$ cat src/rtl/writeback_regfile.sv
// Writeback stage: 32-entry GPR file with two comb read ports, busy scoreboard, halt/drain FSM.
// Optional WB_BYPASS_EN: write-through reads and hazard masking for same-cycle commits.
module writeback_regfile #(
    parameter int W_OPR = 32,
    parameter int W_RD  = 5,
    parameter int N_REG = 32,
    parameter int W_CNT = 32
) (
    input  logic             clk,
    input  logic             reset,
    input  logic             v_i,
    input  logic             wb_i,
    input  logic [W_RD-1:0]  wb_r_i,
    input  logic [W_OPR-1:0] result_i,
    input  logic             hlt_i,
    input  logic             issue_i,
    input  logic             issue_wb_i,
    input  logic [W_RD-1:0]  issue_rd_i,
    input  logic [W_RD-1:0]  rs0_i,
    input  logic [W_RD-1:0]  rs1_i,
    output logic [W_OPR-1:0] rs0_data_o,
    output logic [W_OPR-1:0] rs1_data_o,
    output logic             hazard_o,
    output logic             halted_o,
    output logic [W_CNT-1:0] retire_cnt_o
);

    typedef enum logic [1:0] {S_RUN, S_DRAIN, S_HALTED} state_t;

    localparam logic [W_CNT-1:0] CNT_ONE = {{(W_CNT-1){1'b0}}, 1'b1};

    state_t             state_q, state_d;
    logic [W_OPR-1:0]   gpr_q [N_REG];
    logic [N_REG-1:0]   busy_q, busy_d;
    logic [W_CNT-1:0]   retire_cnt_q, retire_cnt_d;
    logic               halted_q;

    logic commit_en, retire_en, issue_en;
    logic byp0, byp1, bypd;

    assign commit_en = wb_i && (state_q != S_HALTED);
    assign retire_en = v_i  && (state_q != S_HALTED);

`ifdef WB_BYPASS_EN
    assign byp0 = commit_en && (wb_r_i == rs0_i);
    assign byp1 = commit_en && (wb_r_i == rs1_i);
    assign bypd = commit_en && (wb_r_i == issue_rd_i);
`else
    assign byp0 = 1'b0;
    assign byp1 = 1'b0;
    assign bypd = 1'b0;
`endif

    // Any state other than RUN stalls decode outright.
    assign hazard_o = (state_q != S_RUN)
                    | (busy_q[rs0_i] & ~byp0)
                    | (busy_q[rs1_i] & ~byp1)
                    | (issue_wb_i & busy_q[issue_rd_i] & ~bypd);

    assign issue_en = issue_i & issue_wb_i & ~hazard_o;

    assign rs0_data_o   = byp0 ? result_i : gpr_q[rs0_i];
    assign rs1_data_o   = byp1 ? result_i : gpr_q[rs1_i];
    assign halted_o     = halted_q;
    assign retire_cnt_o = retire_cnt_q;

    // Issue set is applied after commit clear so it wins on the same register.
    always_comb begin
        busy_d = busy_q;
        if (commit_en) busy_d[wb_r_i] = 1'b0;
        if (issue_en)  busy_d[issue_rd_i] = 1'b1;
    end

    always_comb begin
        retire_cnt_d = retire_cnt_q;
        if (retire_en) retire_cnt_d = retire_cnt_q + CNT_ONE;
    end

    always_comb begin
        state_d = state_q;
        case (state_q)
            S_RUN:    if (hlt_i && v_i) state_d = S_DRAIN;
            S_DRAIN:  if (busy_d == '0) state_d = S_HALTED;
            S_HALTED: state_d = S_HALTED;
            default:  state_d = S_RUN;
        endcase
    end

    always_ff @(posedge clk) begin
        if (reset) begin
            state_q      <= S_RUN;
            busy_q       <= '0;
            retire_cnt_q <= '0;
            halted_q     <= 1'b0;
        end else begin
            state_q      <= state_d;
            busy_q       <= busy_d;
            retire_cnt_q <= retire_cnt_d;
            halted_q     <= (state_d == S_HALTED);
        end
    end

    always_ff @(posedge clk) begin
        if (reset) begin
            for (int i = 0; i < N_REG; i++) gpr_q[i] <= '0;
        end else if (commit_en) begin
            gpr_q[wb_r_i] <= result_i;
        end
    end

endmodule

$ cat config.mk
export PLATFORM = sky130hd
export DESIGN_NAME = writeback_regfile
export DESIGN_NICKNAME = d
export VERILOG_FILES = /design/src/rtl/writeback_regfile.sv
export SDC_FILE = /design/constraint.sdc
export NUM_CORES = 2
export LEC_CHECK = 0
export CAP_MARGIN = 20
export CORE_UTILIZATION = 38
export CTS_CLUSTER_SIZE = 14
export DETAILED_ROUTE_END_ITERATION = 8
export HOLD_SLACK_MARGIN = 0.15
export SLEW_MARGIN = 20
export SYNTH_ARGS = -nofsm -noshare
export SYNTH_HDL_FRONTEND = slang
export SYNTH_SLANG_ARGS = --single-unit
$ cat constraint.sdc
create_clock -name clk -period 9.4 [get_ports clk]
set_clock_uncertainty 0.05 [all_clocks]
set_input_delay 1.41 -clock clk [delete_from_list [all_inputs] [get_ports clk]]
set_output_delay 1.41 -clock clk [all_outputs]
set_load 0.01 [all_outputs]
==> results.sh <==
export IMPL_status="completed"
export IMPL_drtIter0Drc=5447
export IMPL_p_per_area_nw_per_um2=176
export IMPL_clock_power_share=0.400
export IMPL_rsz0062_at_grt="false"
export IMPL_drt_pass1_iter_count=5
export IMPL_cts_resized_gates=0
export IMPL_io_pins=157
export IMPL_start_kind="primary input"
export IMPL_postCtsHoldBufs=0
export IMPL_syn_nets=3743
export IMPL_die_x_um=393
export IMPL_setup_tns_ps=0
export IMPL_whs_path_depth=2
export IMPL_synth_avg_cell_area_um2=15.8
export IMPL_criticalPathCategory="primary input to output port"
export IMPL_fp_dieH_um=393
export IMPL_rrSetupSlack_ps=5800
export IMPL_grt_pass1_wl_um=278000
export IMPL_overflow=0
export IMPL_synth_cell_types=63
export IMPL_ant_nets=0
export IMPL_drt_wl_total_um=200000
export IMPL_syn_area_um2=58200
export IMPL_busiest_layer="met2"
export IMPL_fin_crit_sh=0.673
export IMPL_postLayoutCoreUtil=0.433
export IMPL_cts_buffers=117
export IMPL_worstPathRequired_ps=7940
export IMPL_dp_hpwl_um=104000
export IMPL_core_area_um2=152000
export IMPL_min_delay_start="retire_cnt_o[10]"
export IMPL_irDropWorstVdd_uv=151
export IMPL_maxCapViolCount=0
export IMPL_clk_path_buf_depth=3
export IMPL_use_met1=0.372
export IMPL_grt_total_usage=0.256
export IMPL_arrival_ps=4860
export IMPL_grt_pass1_vias=35600
export IMPL_place_gp_congestion=0.829
export IMPL_fmax_ghz=0.158
export IMPL_pwr_share_seq=0.482
export IMPL_crit_path_max_fanout=15
export IMPL_grtUsageMet3=0.0495
export IMPL_final_nets=3723
export IMPL_clkTransAtPathRegs_ps=60
export IMPL_slew_violations=0
export IMPL_switching_share=0.250
export IMPL_viasPerCell=6.17
export IMPL_post_cts_setup_buffer_count=0
export IMPL_cts_tree="built"
export IMPL_endpoint_kind="output port"
export IMPL_hold_end="retire_cnt_o[10]"
export IMPL_synth_edf_count=1024
export IMPL_h_tree_depth=3
export IMPL_yosysSeqAreaShare=0.551
export IMPL_area_delta_synth_final_pct=13.0
export IMPL_fillers=13200
export IMPL_p_comb_frac=0.119
export IMPL_fin_crit_ps=6320
export IMPL_async_reset_ff_frac=0
export IMPL_p_leak_uw=0.0226
export IMPL_synth_flop_cell="edfxtp_1"
export IMPL_switchingPower_uw=2890
export IMPL_regToRegEndpoint="gpr_q[12][3]"
export IMPL_hold_viol=0
export IMPL_synth_cells=3683
export IMPL_root_buffer="clkbuf_16"
export IMPL_tightest_slew_ps=1130
export IMPL_wire_per_inst_um=34.5
export IMPL_r2r_worst_path_cells=6
export IMPL_start_util=0.383
export IMPL_vias=35800
export IMPL_antenna_found_initial=33
export IMPL_setup_viol=0
export IMPL_portBuffers=156
export IMPL_use_met2=0.389
export IMPL_grt_start_max_net_pins=118
export IMPL_die_area_um2=155000
export IMPL_p_int_uw=8670
export IMPL_insertion_delay_ps=750
export IMPL_ys_ff_latch=1091
export IMPL_drive_gt1_frac=0.283
export IMPL_hp_class="register to register"
export IMPL_relSlewSlack=0.246
export IMPL_synth_warnings=0
export IMPL_drcViolationCount=0
export IMPL_reg2reg_from="state_q[0]"
export IMPL_fp_row_count=143
export IMPL_clock_sinks=1091
==> final cells by class <==
| class | instances | area, um2 | area share |
|---|---|---|---|
| Sequential cell | 1091 | 32100 | 0.488 |
| Multi-Input combinational cell | 2174 | 24900 | 0.379 |
| Clock buffer | 146 | 3090 | 0.0470 |
| Tap cell | 2030 | 2540 | 0.0386 |
| Timing Repair Buffer | 245 | 2330 | 0.0355 |
| Clock inverter | 64 | 628 | 0.00955 |
| Inverter | 34 | 130 | 0.00198 |
| Antenna cell | 15 | 37.5 | 0.000571 |
==> power by group through the flow <==
stage / clock network (uW) / registers [uW] / logic (uW)
2_1_floorplan: 0 / 5640 / 805
3_3_place_gp: 0 / 5650 / 1360
3_5_place_dp: 0 / 5670 / 1370
4_1_cts: 4660 / 5570 / 1370
5_1_grt: 4820 / 5590 / 1420
6_report: 4620 / 5570 / 1370
==> layer usage <==
metal / vias to the layer above / share of wire
met4: 10 / 0.030
met1: 19000 / 0.41
met2: 2232 / 0.45
met5: - / 0.00032
met3: 353 / 0.11
li1: 14200 / -
==> critical path, stage by stage <==
cell and delay (ps):
clkdlybuf4s50_1 1030, mux4_2 600, a22o_1 200, a221oi_2 290, o2111ai_2 460, o31ai_1 200
nand3_1 130, clkdlybuf4s50_1 530
==> cells by family (layout without fill, tap and decap cells) <==
logic type | count (synthesis) | after routing | share of synthesized area
other cells | 0 | 15 | 0
compound gates | 135 | 135 | 0.0160
flops | 1091 | 1091 | 0.551
buf+inv | 418 | 489 | 0.0282
xor+xnor | 26 | 26 | 0.00391
mux | 736 | 736 | 0.268
simple gates | 1276 | 1276 | 0.132
fa+ha+maj | 1 | 1 | 0.000215
==> cell usage after synthesis, types with 22 or more instances <==
cell type,count,area share
nand3_1,23,0.0020
nand2_1,44,0.0028
and2_1,1027,0.11
buf_1,36,0.0023
edfxtp_1,1024,0.53
nor2_1,79,0.0051
buf_2,32,0.0028
clkbuf_1,311,0.020
mux2_2,67,0.013
dfxtp_1,67,0.023
a21oi_1,22,0.0019
o22ai_1,34,0.0037
mux4_2,648,0.25
inv_1,34,0.0022
o21bai_1,23,0.0030
==> stage by stage <==
stage	cell area [um2]	total power, uW	setup slack [ps]	hold slack [ps]	std cells
6_report	65800	11600	3080	446	5799
5_1_grt	65700	11800	2950	480	5787
2_1_floorplan	58200	6440	4300	408	3683
3_5_place_dp	62000	7030	3110	436	5574
4_1_cts	65700	11600	3090	446	5784
3_3_place_gp	62000	7020	3110	434	5574
==> cells in the final DEF (no fill, tap or decap), types with 7 or more instances in the layout <==
master              n
a21oi_1            22
and2_1           1027
and3_1              8
buf_12              9
buf_4              82
bufinv_16          10
clkbuf_1           26
clkbuf_16         119
clkdlybuf4s50_1   143
clkinv_1           23
clkinv_2           24
dfxtp_1            67
diode_2            15
edfxtp_1         1024
inv_1              29
mux2_2             67
mux2i_1            20
mux4_2            648
nand2_1            44
nand2b_1            7
nand3_1            23
nand4_1             9
nor2_1             56
nor2_4             23
nor2b_1            10
nor3_1             10
nor3_2              8
o211ai_1            7
o21ai_0             8
o21bai_4           21
o22ai_1            34
or3_1              18
xor2_1             20
==> state kept, by name, indices dropped and copies added, names as in the netlist <==
name          cells
gpr_q          1024
busy_q           32
retire_cnt_o     32
state_q           2
halted_o          1
==> how the worst max path moves through the flow <==
stage / from / end / slack (ps) / cells past startpoint
2_1_floorplan: rs0_i[0] / rs0_data_o[0] / 4300 / 6
3_3_place_gp: issue_rd_i[1] / hazard_o / 3110 / 8
3_5_place_dp: issue_rd_i[1] / hazard_o / 3110 / 8
4_1_cts: issue_rd_i[1] / hazard_o / 3090 / 8
5_1_grt: issue_rd_i[1] / hazard_o / 2950 / 8
6_report: issue_rd_i[1] / hazard_o / 3080 / 8
Power figures use the tool's default switching activity.
